File: config.mk
export PLATFORM = sky130hd
export DESIGN_NAME = camac_dataway_master
export DESIGN_NICKNAME = d
export VERILOG_FILES = /design/src/rtl/camac_dataway_master.sv
export SDC_FILE = /design/constraint.sdc
export NUM_CORES = 1
export LEC_CHECK = 0
export BUFFER_PORTS_ARGS = -buffer_cell sky130_fd_sc_hd__buf_2
export CORE_MARGIN = 2
export CORE_UTILIZATION = 45
export CTS_CLUSTER_DIAMETER = 30
export DETAILED_ROUTE_END_ITERATION = 8
export PLACE_DENSITY_LB_ADDON = 0.15
export SYNTH_ARGS = -nofsm -noshare
export SYNTH_HDL_FRONTEND = slang
export SYNTH_SLANG_ARGS = --single-unit
export TNS_END_PERCENT = 20
File: constraint.sdc
create_clock -name clk -period 2.75 [get_ports clk]
set_clock_uncertainty 0.2 [all_clocks]
set_input_delay 0.55 -clock clk [delete_from_list [all_inputs] [get_ports clk]]
set_output_delay 0.55 -clock clk [all_outputs]
set_load 0.01 [all_outputs]
File: src/rtl/camac_dataway_master.sv
// camac_dataway_master: dataway-side initiator for the CAMAC crate.
// Runs one full dataway cycle per accepted N.A.F command:
// B, N/A/F setup, S1, gap, S2, recovery, then a one-cycle response strobe.
// Optional feature macro: CAMAC_MASTER_QREP_EN. When it is defined, the
// req_qrep port exists and the command repeats while Q=0, up to QREP_MAX attempts.
module camac_dataway_master #(
`ifdef CAMAC_MASTER_QREP_EN
    parameter int QREP_MAX = 16,
`endif
    parameter int T_SETUP  = 4,
    parameter int T_S1     = 2,
    parameter int T_GAP    = 2,
    parameter int T_S2     = 2,
    parameter int T_REC    = 2
) (
    input  logic        clk,
    input  logic        rst,
    input  logic        req_valid,
    output logic        req_ready,
    input  logic [4:0]  req_n,
    input  logic [3:0]  req_a,
    input  logic [4:0]  req_f,
    input  logic [23:0] req_wdata,
`ifdef CAMAC_MASTER_QREP_EN
    input  logic        req_qrep,
`endif
    output logic        rsp_valid,
    output logic [23:0] rsp_rdata,
    output logic        rsp_q,
    output logic        rsp_x,
    output logic        b,
    output logic [23:0] n_sel,
    output logic [3:0]  a,
    output logic [4:0]  f,
    output logic [23:0] write,
    output logic        s1,
    output logic        s2,
    input  logic [23:0] read,
    input  logic        q,
    input  logic        x
);

    typedef enum logic [2:0] {
        IDLE,
        SETUP,
        STB1,
        GAP,
        STB2,
        REC,
        DONE
    } state_t;

    localparam int CW = 8;

    state_t          state_q, state_d;
    logic [CW-1:0]   cnt_q, cnt_d;

    logic [4:0]      cmdN_q, cmdN_d;
    logic [3:0]      cmdA_q, cmdA_d;
    logic [4:0]      cmdF_q, cmdF_d;
    logic [23:0]     cmdWdata_q, cmdWdata_d;

    logic            sampleQ_q, sampleQ_d;
    logic            sampleX_q, sampleX_d;
    logic [23:0]     sampleRead_q, sampleRead_d;

    logic            reqReady_q, reqReady_d;
    logic            rspValid_q, rspValid_d;
    logic [23:0]     rspRdata_q, rspRdata_d;
    logic            rspQ_q, rspQ_d;
    logic            rspX_q, rspX_d;

    logic            bOut_q, bOut_d;
    logic [23:0]     nSel_q, nSel_d;
    logic [3:0]      aOut_q, aOut_d;
    logic [4:0]      fOut_q, fOut_d;
    logic [23:0]     writeOut_q, writeOut_d;
    logic            s1Out_q, s1Out_d;
    logic            s2Out_q, s2Out_d;

    logic            accept;
    logic            capture;
    logic            repeatCycle;
    logic            driving;

`ifdef CAMAC_MASTER_QREP_EN
    localparam int AW = $clog2(QREP_MAX) + 1;
    logic            cmdQrep_q, cmdQrep_d;
    logic [AW-1:0]   attempt_q, attempt_d;
`endif

    // Stations 1..24 exist on the dataway; anything else selects nobody.
    function automatic logic stationValid(input logic [4:0] n);
        stationValid = (n != 5'd0) && (n <= 5'd24);
    endfunction

    function automatic logic [23:0] decodeStation(input logic [4:0] n);
        decodeStation = '0;
        if (stationValid(n)) begin
            decodeStation[n - 5'd1] = 1'b1;
        end
    endfunction

    // Counter reload value is the state's length minus one, so it ends at zero.
    function automatic logic [CW-1:0] durationOf(input state_t s);
        case (s)
            SETUP:   durationOf = CW'(T_SETUP - 1);
            STB1:    durationOf = CW'(T_S1 - 1);
            GAP:     durationOf = CW'(T_GAP - 1);
            STB2:    durationOf = CW'(T_S2 - 1);
            REC:     durationOf = CW'(T_REC - 1);
            default: durationOf = '0;
        endcase
    endfunction

    // Next-state, command latch, sampling and next output values (outputs are flopped from these).
    always_comb begin
        accept  = req_valid && reqReady_q;
        capture = (state_q == STB1) && (cnt_q == '0);

`ifdef CAMAC_MASTER_QREP_EN
        repeatCycle = cmdQrep_q && !sampleQ_q && stationValid(cmdN_q) &&
                      (attempt_q < AW'(QREP_MAX - 1));
`else
        repeatCycle = 1'b0;
`endif

        state_d = state_q;
        unique case (state_q)
            IDLE:    if (accept) state_d = SETUP;
            SETUP:   if (cnt_q == '0) state_d = STB1;
            STB1:    if (cnt_q == '0) state_d = GAP;
            GAP:     if (cnt_q == '0) state_d = STB2;
            STB2:    if (cnt_q == '0) state_d = REC;
            REC:     if (cnt_q == '0) state_d = repeatCycle ? SETUP : DONE;
            DONE:    state_d = accept ? SETUP : IDLE;
            default: state_d = IDLE;
        endcase

        cnt_d = (state_d != state_q) ? durationOf(state_d) : (cnt_q - CW'(1));

        cmdN_d     = accept ? req_n     : cmdN_q;
        cmdA_d     = accept ? req_a     : cmdA_q;
        cmdF_d     = accept ? req_f     : cmdF_q;
        cmdWdata_d = accept ? req_wdata : cmdWdata_q;

`ifdef CAMAC_MASTER_QREP_EN
        cmdQrep_d = accept ? req_qrep : cmdQrep_q;
        attempt_d = attempt_q;
        if (accept) begin
            attempt_d = '0;
        end else if ((state_q == REC) && (cnt_q == '0) && repeatCycle) begin
            attempt_d = attempt_q + AW'(1);
        end
`endif

        sampleQ_d    = capture ? q    : sampleQ_q;
        sampleX_d    = capture ? x    : sampleX_q;
        sampleRead_d = capture ? read : sampleRead_q;

        driving    = (state_d == SETUP) || (state_d == STB1) ||
                     (state_d == GAP)   || (state_d == STB2);
        bOut_d     = driving;
        nSel_d     = driving ? decodeStation(cmdN_d) : '0;
        aOut_d     = driving ? cmdA_d : '0;
        fOut_d     = driving ? cmdF_d : '0;
        writeOut_d = (driving && (cmdF_d[4:3] == 2'b10)) ? cmdWdata_d : '0;
        s1Out_d    = (state_d == STB1);
        s2Out_d    = (state_d == STB2);

        reqReady_d = (state_d == IDLE) || (state_d == DONE);
        rspValid_d = (state_d == DONE);

        rspQ_d     = rspQ_q;
        rspX_d     = rspX_q;
        rspRdata_d = rspRdata_q;
        if ((state_d == DONE) && (state_q != DONE)) begin
            rspQ_d     = stationValid(cmdN_q) && sampleQ_q;
            rspX_d     = stationValid(cmdN_q) && sampleX_q;
            rspRdata_d = (stationValid(cmdN_q) && (cmdF_q[4:3] == 2'b00)) ? sampleRead_q : '0;
        end
    end

    // State, command and output registers; reset drops any command in flight.
    always_ff @(posedge clk or negedge rst) begin
        if (!rst) begin
            state_q      <= IDLE;
            cnt_q        <= '0;
            cmdN_q       <= '0;
            cmdA_q       <= '0;
            cmdF_q       <= '0;
            cmdWdata_q   <= '0;
            sampleQ_q    <= 1'b0;
            sampleX_q    <= 1'b0;
            sampleRead_q <= '0;
            reqReady_q   <= 1'b0;
            rspValid_q   <= 1'b0;
            rspRdata_q   <= '0;
            rspQ_q       <= 1'b0;
            rspX_q       <= 1'b0;
            bOut_q       <= 1'b0;
            nSel_q       <= '0;
            aOut_q       <= '0;
            fOut_q       <= '0;
            writeOut_q   <= '0;
            s1Out_q      <= 1'b0;
            s2Out_q      <= 1'b0;
`ifdef CAMAC_MASTER_QREP_EN
            cmdQrep_q    <= 1'b0;
            attempt_q    <= '0;
`endif
        end else begin
            state_q      <= state_d;
            cnt_q        <= cnt_d;
            cmdN_q       <= cmdN_d;
            cmdA_q       <= cmdA_d;
            cmdF_q       <= cmdF_d;
            cmdWdata_q   <= cmdWdata_d;
            sampleQ_q    <= sampleQ_d;
            sampleX_q    <= sampleX_d;
            sampleRead_q <= sampleRead_d;
            reqReady_q   <= reqReady_d;
            rspValid_q   <= rspValid_d;
            rspRdata_q   <= rspRdata_d;
            rspQ_q       <= rspQ_d;
            rspX_q       <= rspX_d;
            bOut_q       <= bOut_d;
            nSel_q       <= nSel_d;
            aOut_q       <= aOut_d;
            fOut_q       <= fOut_d;
            writeOut_q   <= writeOut_d;
            s1Out_q      <= s1Out_d;
            s2Out_q      <= s2Out_d;
`ifdef CAMAC_MASTER_QREP_EN
            cmdQrep_q    <= cmdQrep_d;
            attempt_q    <= attempt_d;
`endif
        end
    end

    assign req_ready = reqReady_q;
    assign rsp_valid = rspValid_q;
    assign rsp_rdata = rspRdata_q;
    assign rsp_q     = rspQ_q;
    assign rsp_x     = rspX_q;
    assign b         = bOut_q;
    assign n_sel     = nSel_q;
    assign a         = aOut_q;
    assign f         = fOut_q;
    assign write     = writeOut_q;
    assign s1        = s1Out_q;
    assign s2        = s2Out_q;

endmodule

==> results.md <==
* Result of the run: finished, final reports clean
* Kind of end point of the critical path: flop
* Final instance count without filler cells at 879
* Total of fill cells in the finished design at 1,185
* Detailed Place HPWL at 9500 um
* Sequential cell area fraction in the yosys report at 63.7%
* GR Util met2 at 30.3%
* Slowest CP cell: dfrtp_1
* Power density cells at 1090 nW/um^2
* Leading cell type in the layout, fill and taps excluded: dfrtp_1
* Final core occ at 57.0%
* TritonCTS clock tree: built
* Largest net degree at the start of global routing at 63
* Routing usage on met1 at 25.6%
* Number of top-level pins at 155
* Hold Worst Slack at 0.141 ns
* Period utilization at 87.1%
* WP buf/inv at 1
* DIE AREA at 15,200 um^2
* Layout Nets at 755
* Worst setup slack for register-to-register paths at 0.35 ns
* H-Tree Depth at 4
* Syn_nets at 599
* Gate Count Post-Synth at 531
* Vertical die dimension at 123 um
* Share of flip-flops with an asynchronous set or reset at 100%
* Number of vias in the routed layout at 4,540
* Netlist cell types at 57
* Diodes inserted at 0
* Total length of routed wires at 14,000 um
* Clock-pin slew reported for the worst setup and hold paths after clock tree synthesis at 0.06 ns
* Global-route wire length before repair at 22,700 um
* Shortest period the worst path allows at 2.40 ns
* Count of buffers added by post-CTS timing repair for setup at 0
* Residual antenna-violating net count after detailed routing at 0
* Most frequent cells in the layout: dfrtp_1, buf_2, nand2_1
* Setup TNS at 0 ns
* Number of buffers on the longest clock path at 2
* Class of the worst hold path: input port to flop
* Length of the first detailed-routing pass in iterations at 4
* Count of synthesis-stage warnings from yosys at 0
* Capture point of the worst reg-to-reg path: sampleRead_q[7]
* Worst hold endpoint: cmdWdata_q[0]
* EDFF count, synth at 0
* Leakage power summed over all cells at 4.19 nW
* Max-slew violation count at 0
* Main synth FF type: dfrtp_1
* Clock Latency Late Sink at 0.42 ns
* Post-synthesis instance area at 6400 um^2
* Starting density of the core at 46.1%
* Number of placement rows at 43
* Start point of the worst hold path: req_wdata[0]
* Crit-path cells: inv_1 -> ha_1 -> nor4b_4 -> and2_4 -> nand2_4 -> mux2_4
* Critical R2R Launch: cnt_q[0]
* Highest achievable clock rate at 0.417 GHz
* Die Wd at 123 um
* Vias in the first global route at 4,575
* Busiest layer in global routing: met2
* Detailed router's first-iteration violation count at 181
* Cell class contributing the biggest share of worst-path delay: simple AND/OR/NAND/NOR gates
* Category of the worst setup path launch point: flop
* Worst endpoint data arrival time at 2.49 ns
* Post-synthesis area per instance at 12.1 um^2
* Buffer cell driving the clock tree root: clkbuf_16
* Post-synthesis sequential element count at 163
* Standard cell core area at 13,900 um^2
* Setup repair after global routing missed its margin: no
* Worst Path Required at 2.85 ns
* DR DRC count at 0
* GRT Util Overall at 19.4%
* Number of max-capacitance violations reported at 0
* Average wire length per cell after detail routing at 15.9 um
* Crit-path max cell delay at 0.41 ns
* Met3 capacity usage during global routing at 6.04%
* Worst reg-to-reg path cell count at 6
* Number of I/O port buffers at 154
* Cell total after placement at 847
* Hold depth at 3
* Rel. slew slack at 57.6%
* Worst vdd rail ir drop at 0.474 mV
* Layout Area Growth over Synthesis at 23.7%
* Actual slew at the worst max-slew pin at 0.633 ns
* Detail-routed via count per cell at 5.16
* Final Hold Violating Endpoints at 0
* Clk sinks at 163
* Setup violations, final at 0
* Number of buffers added by the clock tree synthesis step at 17
* Type of the worst setup path: flop to flop
* Antenna violations before repair at 0
* Layout cell share with drive strength beyond 1 at 33.3%
* Routability-driven placement congestion ratio at 0.857
* Worst Path Max Fanout at 26
* Overall overflow remaining after global route at 0
==> state kept, by name, indices dropped and copies added, names as in the netlist, 5 cells and up <==
| signal | cells |
|---|---|
| n_sel | 24 |
| rsp_rdata | 24 |
| cnt_q | 8 |
| cmdF_q | 5 |
| cmdWdata_q | 24 |
| sampleRead_q | 24 |
| f | 5 |
| write | 24 |
| cmdN_q | 5 |
==> worst register-to-register path: stages (launching register included) <==
cell and delay (ns):
dfrtp_1 0.41, inv_1 0.09, ha_1 0.23, nor4b_4 0.40, and2_4 0.26, nand2_4 0.27, mux2_4 0.42
==> worst max-delay path by stage <==
stage	from	end	slack (ns)	cells after the start
after floorplan	cnt_q[0]	sampleQ_q	0.64	7
after global placement	cnt_q[0]	sampleRead_q[7]	0.43	6
after detailed placement	cnt_q[0]	sampleRead_q[4]	0.36	6
after CTS	cnt_q[0]	sampleRead_q[4]	0.35	6
after global routing	cnt_q[0]	sampleRead_q[4]	0.23	6
final	cnt_q[0]	sampleRead_q[7]	0.35	6
==> per-layer routing <==
metal  vias to the layer above  part of all wire (%)
met5                         -                     0
met4                         0                  0.85
met3                        10                   7.3
met2                       136                    47
met1                      2238                    45
li1                       2156                     -
==> cell type report <==
cell class / instances / area [um^2] / share of cell area, %
Clock buffer: 23 / 488 / 6.16
Tap cell: 180 / 225 / 2.84
Timing Repair Buffer: 164 / 880 / 11.1
Multi-Input combinational cell: 333 / 2110 / 26.7
Clock inverter: 8 / 101 / 1.28
Inverter: 8 / 30.0 / 0.379
Sequential cell: 163 / 4080 / 51.5
==> where the power goes <==
part	switching, mW	leakage (nW)	internal (mW)	total (mW)
Combinational	1.49	1.78	1.13	2.63
Clock	0.908	0.281	1.43	2.33
Sequential	0.486	2.12	3.21	3.69
==> repair_timing <==
| action | CTS | global route |
|---|---|---|
| endpoints found under the hold margin | 60 | 0 |
| resized for setup | 0 | 0 |
| hold buffers | 1 | 0 |
==> cells in the mapped netlist (2+ instances only) <==
master	number	area, um^2
a211oi_1	3	22.5
a21oi_1	38	190
a22o_1	24	210
a2bb2oi_1	2	17.5
a31oi_1	5	31.3
and2_1	3	18.8
buf_1	2	7.51
buf_12	2	40.0
buf_2	12	60.1
buf_4	4	30.0
buf_6	2	22.5
clkbuf_1	5	18.8
dfrtp_1	163	4080
inv_1	8	30.0
mux2_2	6	67.6
mux2_4	20	300
nand2_1	113	424
nand2_4	3	33.8
nand2b_1	6	37.5
nand3_1	6	30.0
nand3b_1	2	15.0
nand4b_1	2	17.5
nor2_1	21	78.8
nor2b_1	3	18.8
nor3_1	15	75.1
nor3b_1	2	15.0
nor4_1	8	50.1
nor4b_1	3	26.3
o211ai_1	4	30.0
o21ai_0	10	50.1
o31a_1	2	17.5
o31ai_1	3	22.5
or4b_2	2	20.0
xnor2_1	4	35.0
==> stage by stage <==
stage	worst slack [ns]	power (mW)	area, um^2
after floorplan	0.644	5.49	6400
after global placement	0.430	6.25	7320
after detailed placement	0.355	6.36	7320
after CTS	0.346	8.75	7920
after global routing	0.227	9.24	7920
final	0.353	8.65	7920
==> logic make-up after synthesis <==
logic type / share of synthesized area, %
simple gates: 15.4
xor+xnor: 0.547
flops: 63.7
mux: 6.12
compound gates: 10.7
fa+ha+maj: 0.195
buf+inv: 3.26
Note: power is estimated with default switching activity, not from simulation.
